<file path="config.mk">
export PLATFORM = sky130hd
export DESIGN_NAME = fb_port_arbiter
export DESIGN_NICKNAME = d
export VERILOG_FILES = /design/src/rtl/fb_pkg.sv /design/src/rtl/fb_wr_fifo.sv /design/src/rtl/fb_port_arbiter.sv
export SDC_FILE = /design/constraint.sdc
export NUM_CORES = 1
export LEC_CHECK = 0
export CORE_ASPECT_RATIO = 0.7
export CORE_MARGIN = 4
export CORE_UTILIZATION = 52
export DETAILED_ROUTE_END_ITERATION = 10
export PLACE_DENSITY = 0.8
export SYNTH_ARGS = -nofsm -noshare
export SYNTH_HDL_FRONTEND = slang
export SYNTH_HIERARCHICAL = 1
export SYNTH_SLANG_ARGS = --single-unit
</file>
<file path="constraint.sdc">
create_clock -name clk -period 3 [get_ports clk]
set_input_delay 0.6 -clock clk [delete_from_list [all_inputs] [get_ports clk]]
set_output_delay 0.6 -clock clk [all_outputs]
set_load 0.05 [all_outputs]
</file>
<file path="src/rtl/fb_pkg.sv">
// -----------------------------------------------------------------------------
// fb_pkg
// Shared definitions for the frame-buffer port arbiter.
//   FB_ADDR_W / FB_DATA_W : default frame-buffer word address and pixel widths
//   pixel_t               : one RGB 4:4:4 pixel at the default width
//   gnt_t                 : which requester owns the RAM port this cycle
// -----------------------------------------------------------------------------
package fb_pkg;

   localparam int FB_ADDR_W = 15;
   localparam int FB_DATA_W = 12;

   typedef logic [FB_DATA_W-1:0] pixel_t;

   typedef enum logic [1:0] {
      GNT_NONE = 2'd0,
      GNT_RD   = 2'd1,
      GNT_WR   = 2'd2
   } gnt_t;

endpackage

</file>
<file path="src/rtl/fb_wr_fifo.sv">
// -----------------------------------------------------------------------------
// fb_wr_fifo
// First-word-fall-through write buffer. The head entry is always visible on
// dout while the FIFO is non-empty; pop consumes it.
//   clk, reset : clock, synchronous active-high reset (flushes the FIFO)
//   push, din  : enqueue request and payload (ignored while full)
//   pop        : dequeue the head entry (ignored while empty)
//   dout       : head entry
//   full/empty : registered status derived from the entry count
//   count      : number of stored entries
// DEPTH must be a power of two so the pointers wrap naturally.
// -----------------------------------------------------------------------------
module fb_wr_fifo #(
   parameter int WIDTH = 27,
   parameter int DEPTH = 4
) (
   input  logic                     clk,
   input  logic                     reset,
   input  logic                     push,
   input  logic [WIDTH-1:0]         din,
   input  logic                     pop,
   output logic [WIDTH-1:0]         dout,
   output logic                     full,
   output logic                     empty,
   output logic [$clog2(DEPTH):0]   count
);

   localparam int PTR_W = $clog2(DEPTH);
   localparam int CNT_W = PTR_W + 1;

   logic [WIDTH-1:0] mem_q [DEPTH];
   logic [PTR_W-1:0] wr_ptr_q, wr_ptr_d;
   logic [PTR_W-1:0] rd_ptr_q, rd_ptr_d;
   logic [CNT_W-1:0] count_q, count_d;
   logic             push_ok;
   logic             pop_ok;

   assign full    = (count_q == CNT_W'(DEPTH));
   assign empty   = (count_q == '0);
   assign count   = count_q;
   assign dout    = mem_q[rd_ptr_q];
   assign push_ok = push && !full;
   assign pop_ok  = pop && !empty;

   always_comb begin
      wr_ptr_d = wr_ptr_q;
      rd_ptr_d = rd_ptr_q;
      count_d  = count_q;
      if (push_ok) begin
         wr_ptr_d = wr_ptr_q + 1'b1;
      end
      if (pop_ok) begin
         rd_ptr_d = rd_ptr_q + 1'b1;
      end
      // Simultaneous push and pop leaves the occupancy unchanged.
      if (push_ok && !pop_ok) begin
         count_d = count_q + 1'b1;
      end else if (!push_ok && pop_ok) begin
         count_d = count_q - 1'b1;
      end
   end

   always_ff @(posedge clk) begin
      if (reset) begin
         wr_ptr_q <= '0;
         rd_ptr_q <= '0;
         count_q  <= '0;
      end else begin
         wr_ptr_q <= wr_ptr_d;
         rd_ptr_q <= rd_ptr_d;
         count_q  <= count_d;
      end
   end

   // Storage needs no reset: an entry is only observable after it is written.
   always_ff @(posedge clk) begin
      if (push_ok) begin
         mem_q[wr_ptr_q] <= din;
      end
   end

endmodule

</file>
<file path="src/rtl/fb_port_arbiter.sv">
// -----------------------------------------------------------------------------
// fb_port_arbiter
// Shares the single-port frame-buffer RAM between VGA scan-out reads and
// buffered SPI pixel writes. Reads always win; writes drain from a small FIFO
// in cycles without a read.
//   clk, reset                  : pixel clock, synchronous active-high reset
//   rd_req, rd_addr             : scan-out read request and address
//   rd_valid, rd_data           : read result, one cycle after the request
//   wr_valid, wr_ready          : writer handshake
//   wr_addr, wr_data            : write payload
//   mem_en, mem_we, mem_addr,
//   mem_wdata, mem_rdata        : RAM port (read data has one-cycle latency)
//   wr_pending                  : write FIFO non-empty
//   wr_starved                  : sticky, FIFO stayed full under reads for
//                                 STARVE_LIMIT consecutive cycles
// -----------------------------------------------------------------------------
module fb_port_arbiter import fb_pkg::*; #(
   parameter int ADDR_W       = FB_ADDR_W,
   parameter int DATA_W       = FB_DATA_W,
   parameter int FIFO_DEPTH   = 4,
   parameter int STARVE_LIMIT = 1023
) (
   input  logic              clk,
   input  logic              reset,
   input  logic              rd_req,
   input  logic [ADDR_W-1:0] rd_addr,
   output logic              rd_valid,
   output logic [DATA_W-1:0] rd_data,
   input  logic              wr_valid,
   output logic              wr_ready,
   input  logic [ADDR_W-1:0] wr_addr,
   input  logic [DATA_W-1:0] wr_data,
   output logic              mem_en,
   output logic              mem_we,
   output logic [ADDR_W-1:0] mem_addr,
   output logic [DATA_W-1:0] mem_wdata,
   input  logic [DATA_W-1:0] mem_rdata,
   output logic              wr_pending,
   output logic              wr_starved
);

   localparam int ENTRY_W = ADDR_W + DATA_W;
   localparam int CNT_W   = $clog2(FIFO_DEPTH) + 1;
   localparam int SC_W    = $clog2(STARVE_LIMIT + 1);
   localparam logic [SC_W-1:0] STARVE_MAX = SC_W'(STARVE_LIMIT);

   gnt_t               gnt;
   logic               fifo_push;
   logic               fifo_pop;
   logic               fifo_full;
   logic               fifo_empty;
   logic [ENTRY_W-1:0] fifo_head;
   logic [CNT_W-1:0]   fifo_count;

   logic               rd_pend_q, rd_pend_d;
   logic [SC_W-1:0]    starve_cnt_q, starve_cnt_d;
   logic               starved_q, starved_d;

   // Refuse pushes during reset so nothing is queued into a FIFO being flushed.
   assign wr_ready  = !fifo_full && !reset;
   assign fifo_push = wr_valid && wr_ready;
   assign fifo_pop  = (gnt == GNT_WR);

   fb_wr_fifo #(
      .WIDTH (ENTRY_W),
      .DEPTH (FIFO_DEPTH)
   ) u_wr_fifo (
      .clk   (clk),
      .reset (reset),
      .push  (fifo_push),
      .din   ({wr_addr, wr_data}),
      .pop   (fifo_pop),
      .dout  (fifo_head),
      .full  (fifo_full),
      .empty (fifo_empty),
      .count (fifo_count)
   );

   // No grant during reset: queued writes must never reach the RAM, and a
   // read issued in the reset cycle is dropped.
   always_comb begin
      gnt = GNT_NONE;
      if (!reset) begin
         if (rd_req) begin
            gnt = GNT_RD;
         end else if (!fifo_empty) begin
            gnt = GNT_WR;
         end
      end
   end

   always_comb begin
      mem_en    = 1'b0;
      mem_we    = 1'b0;
      mem_addr  = '0;
      mem_wdata = '0;
      case (gnt)
         GNT_RD: begin
            mem_en   = 1'b1;
            mem_addr = rd_addr;
         end
         GNT_WR: begin
            mem_en    = 1'b1;
            mem_we    = 1'b1;
            mem_addr  = fifo_head[ENTRY_W-1:DATA_W];
            mem_wdata = fifo_head[DATA_W-1:0];
         end
         default: begin
         end
      endcase
   end

   always_comb begin
      rd_pend_d    = (gnt == GNT_RD);
      starve_cnt_d = starve_cnt_q;
      // Any pop, or the FIFO having room, ends a starvation run.
      if (!fifo_full || fifo_pop) begin
         starve_cnt_d = '0;
      end else if (rd_req && (starve_cnt_q != STARVE_MAX)) begin
         starve_cnt_d = starve_cnt_q + 1'b1;
      end
      starved_d = starved_q || (starve_cnt_d == STARVE_MAX);
   end

   always_ff @(posedge clk) begin
      if (reset) begin
         rd_pend_q    <= 1'b0;
         starve_cnt_q <= '0;
         starved_q    <= 1'b0;
      end else begin
         rd_pend_q    <= rd_pend_d;
         starve_cnt_q <= starve_cnt_d;
         starved_q    <= starved_d;
      end
   end

   // RAM read data is already registered inside the RAM; pass it straight on.
   assign rd_valid   = rd_pend_q;
   assign rd_data    = mem_rdata;
   assign wr_pending = (fifo_count != '0);
   assign wr_starved = starved_q;

endmodule

</file>
==> impl_metrics.py <==
metrics = {
    "run_status": {
        "status": "complete, no violations",
    },
    "logic_synthesis": {
        "ys_dominant_reg_cell": "edfxtp_1",
        "ys_async_sr_fraction": 0,
        "synth_cells": 313,
        "synth_warnings": 6,
        "synthesis.area_sq_mm": 0.00538,
        "ys_seq_area_frac": 0.680,
        "ys_types": 46,
        "syn-num-nets": 378,
        "synth_seq_cells": 129,
        "avgSynthCellArea_sq_um": 17.2,
        "synth-edff-count": 108,
    },
    "floorplanning": {
        "rows": 30,
        "die-area_sq_mm": 0.0121,
        "io_pins": 103,
        "initial_core_util": 0.543,
        "design.core.area_sq_mm": 0.00991,
        "die-width_microns": 130,
        "die_h_microns": 93.1,
    },
    "detailed_routing": {
        "drt_iter0_markers": 203,
        "post_drt_wl_per_cell_microns": 20.9,
        "vias": 3135,
        "viasPerCell": 5.81,
        "routed_wl_microns": 11300,
        "first_pass_iters": 5,
        "postRouteAntennaNets": 0,
        "drc": 0,
    },
    "clock_network": {
        "cts_max_level": 4,
        "numCtsBuffers": 17,
        "clkLatencyLatePin_ps": 400,
        "cts_sinks": 129,
        "post_cts_buffers": 0,
        "cts_tree": "yes",
        "cts-resized-gates": 0,
        "clock-root-buffer": "clkbuf_16",
        "max-clock-path-buffers": 2,
        "ctsHoldBuffers": 0,
        "path_clk_slew_ps": 50,
    },
    "timing": {
        "rsz0062_at_grt": "false",
        "tns_ps": 0,
        "max_freq_mhz": 349,
        "period_minus_slack_ps": 2870,
        "relSlewSlack": 0.451,
        "hold_violations": 0,
        "slew_viol_final": 0,
        "period_share": 0.955,
        "setup_ws_ps": 134,
        "tightest_slew_ps": 820,
        "fin_skew_ps": 7.26,
        "setup_viol": 0,
    },
    "cells_and_area": {
        "diodes": 0,
        "final_nets": 464,
        "final_core_utilization": 0.725,
        "areaGrowthSynthToFinish_pct": 33.4,
        "drive_gt1_frac": 0.260,
    },
    "placed_design": {
        "dp_hpwl_microns": 7390,
        "portBuffers": 78,
        "pre_cts_slack_ps": 103,
        "gp_congestion": 0.863,
    },
    "run": {
        "maxCapViolCount": 0,
    },
    "power_and_ir_drop": {
        "p_leak_nw": 2.48,
        "peakVddDrop_uv": 770,
        "p_clk_frac": 0.399,
        "pwr-share-seq": 0.404,
        "switching_share": 0.249,
        "p_switching_mw": 1.29,
        "pwr-share-comb": 0.197,
        "powerDensity_mw_per_mm2": 722,
        "p_int_mw": 3.90,
    },
    "grt": {
        "grt_pass1_wl_microns": 17900,
        "grt_usage": 0.201,
        "grt_overflow": 0,
        "antenna_found_initial": 0,
        "grt_max_degree": 28,
        "grt_pass1_vias": 3277,
    },
    "hold_path": {
        "hold_path_class": "reg -> reg",
    },
    "critical_path": {
        "arrival_ps": 2270,
        "path_class": "in -> out",
        "cp-start-kind": "primary input",
        "endpoint_kind": "output port",
        "required_ps": 2400,
        "worstPathMaxFanout": 16,
        "rrSetupSlack_ps": 480,
    },
}
-- Yosys cell counts, types with 2 or more instances --
| library cell | instances | area share |
|---|---|---|
| or3_1 | 3 | 0.0035 |
| and2_1 | 17 | 0.020 |
| and3_1 | 3 | 0.0035 |
| nand4_1 | 2 | 0.0023 |
| nand2b_1 | 3 | 0.0035 |
| buf_6 | 3 | 0.0063 |
| nand3_1 | 10 | 0.0093 |
| nor3_1 | 5 | 0.0046 |
| mux4_2 | 27 | 0.11 |
| buf_12 | 2 | 0.0074 |
| dfxtp_1 | 21 | 0.078 |
| nand2_1 | 2 | 0.0014 |
| clkbuf_1 | 6 | 0.0042 |
| edfxtp_1 | 108 | 0.60 |
| ha_1 | 6 | 0.014 |
| nor3b_1 | 2 | 0.0028 |
| mux2i_1 | 5 | 0.0093 |
| xor2_1 | 6 | 0.0098 |
| o21ai_0 | 4 | 0.0037 |
| a21oi_1 | 8 | 0.0074 |
| a22o_1 | 15 | 0.024 |
| buf_2 | 3 | 0.0028 |
| buf_4 | 12 | 0.017 |
| inv_1 | 7 | 0.0049 |
| nor2_1 | 12 | 0.0084 |
-- flip-flops by register name (all words and copies together) (netlist names), named ones only --
register            flops
u_wr_fifo/mem_q       108
starve_cnt_q           10
u_wr_fifo/count         3
u_wr_fifo/rd_ptr_q      2
u_wr_fifo/wr_ptr_q      2
rd_valid                1
wr_starved              1
-- cell type report --
| cell class | instances | area (sq um) |
|---|---|---|
| Multi-Input combinational cell | 151 | 1500 |
| Inverter | 7 | 26.3 |
| Sequential cell | 129 | 3660 |
| Clock buffer | 20 | 437 |
| Tap cell | 128 | 160 |
| Timing Repair Buffer | 93 | 1230 |
| Fill cell | 580 | 2730 |
| Clock inverter | 12 | 165 |
-- power by group through the flow --
stage                     Sequential (mW)  Clock (mW)  Combinational (mW)
final                                2.10        2.07                1.02
after global placement               2.12           0                1.00
after CTS                            2.10        2.11                1.03
after detailed placement             2.13           0                1.02
after floorplan                      2.12           0               0.615
after global routing                 2.11        2.19                1.07
-- routing by layer --
metal	global-route usage	routed length, microns	share of wire
met5	0	0	0
met4	0.0848	197	0.017
met3	0.0588	762	0.067
met2	0.331	5900	0.52
met1	0.248	4440	0.39
-- per-stage QoR --
step / cells / total power, mW / hold WS [ps] / instance area [sq um]
2_1_floorplan: 313 / 2.73 / 482 / 5380
3_3_place_gp: 508 / 3.12 / 444 / 6580
5_1_grt: 540 / 5.37 / 492 / 7180
3_5_place_dp: 508 / 3.15 / 447 / 6580
6_report: 540 / 5.19 / 466 / 7180
4_1_cts: 540 / 5.24 / 467 / 7180
-- path summary, 6_finish.rpt --
| path | startpoint | endpoint | cells after the start |
|---|---|---|---|
| min reg2reg | wr_starved | wr_starved | 2 |
| min | wr_starved | wr_starved | 2 |
| max reg2reg | u_wr_fifo/count[0] | u_wr_fifo/count[2] | 11 |
| max | reset | mem_addr[14] | 6 |
-- cells by family (layout without fill, tap and decap cells) --
logic type / Yosys count / after routing / share of synthesized area
flip-flops: 129 / 129 / 0.680
AND/OR/NAND/NOR: 70 / 70 / 0.0767
AO/OA/AOI/OAI: 36 / 36 / 0.0509
buffers and inverters: 33 / 132 / 0.0423
multiplexers: 32 / 32 / 0.122
adder cells (fa/ha/maj): 7 / 7 / 0.0177
XOR/XNOR: 6 / 6 / 0.00976
-- worst max-delay path, cell delays in order --
cell             delay, ps
clkdlybuf4s50_1        420
buf_4                  190
nor3_2                 340
buf_4                  300
a22o_1                 240
buf_12                 150
-- cells in the final DEF, fill, tap and decap left out, types with 6 or more instances in the layout --
cell type	synthesis	final
a21oi_1	8	8
a22o_1	15	15
and2_1	17	17
buf_12	2	33
buf_4	12	12
clkbuf_16	0	17
clkdlybuf4s50_1	0	48
dfxtp_1	21	20
edfxtp_1	108	108
ha_1	6	6
inv_1	7	7
mux4_2	27	27
nand3_1	10	10
nor2_1	12	12
xor2_1	6	6
(Power assumes the default switching activity.)
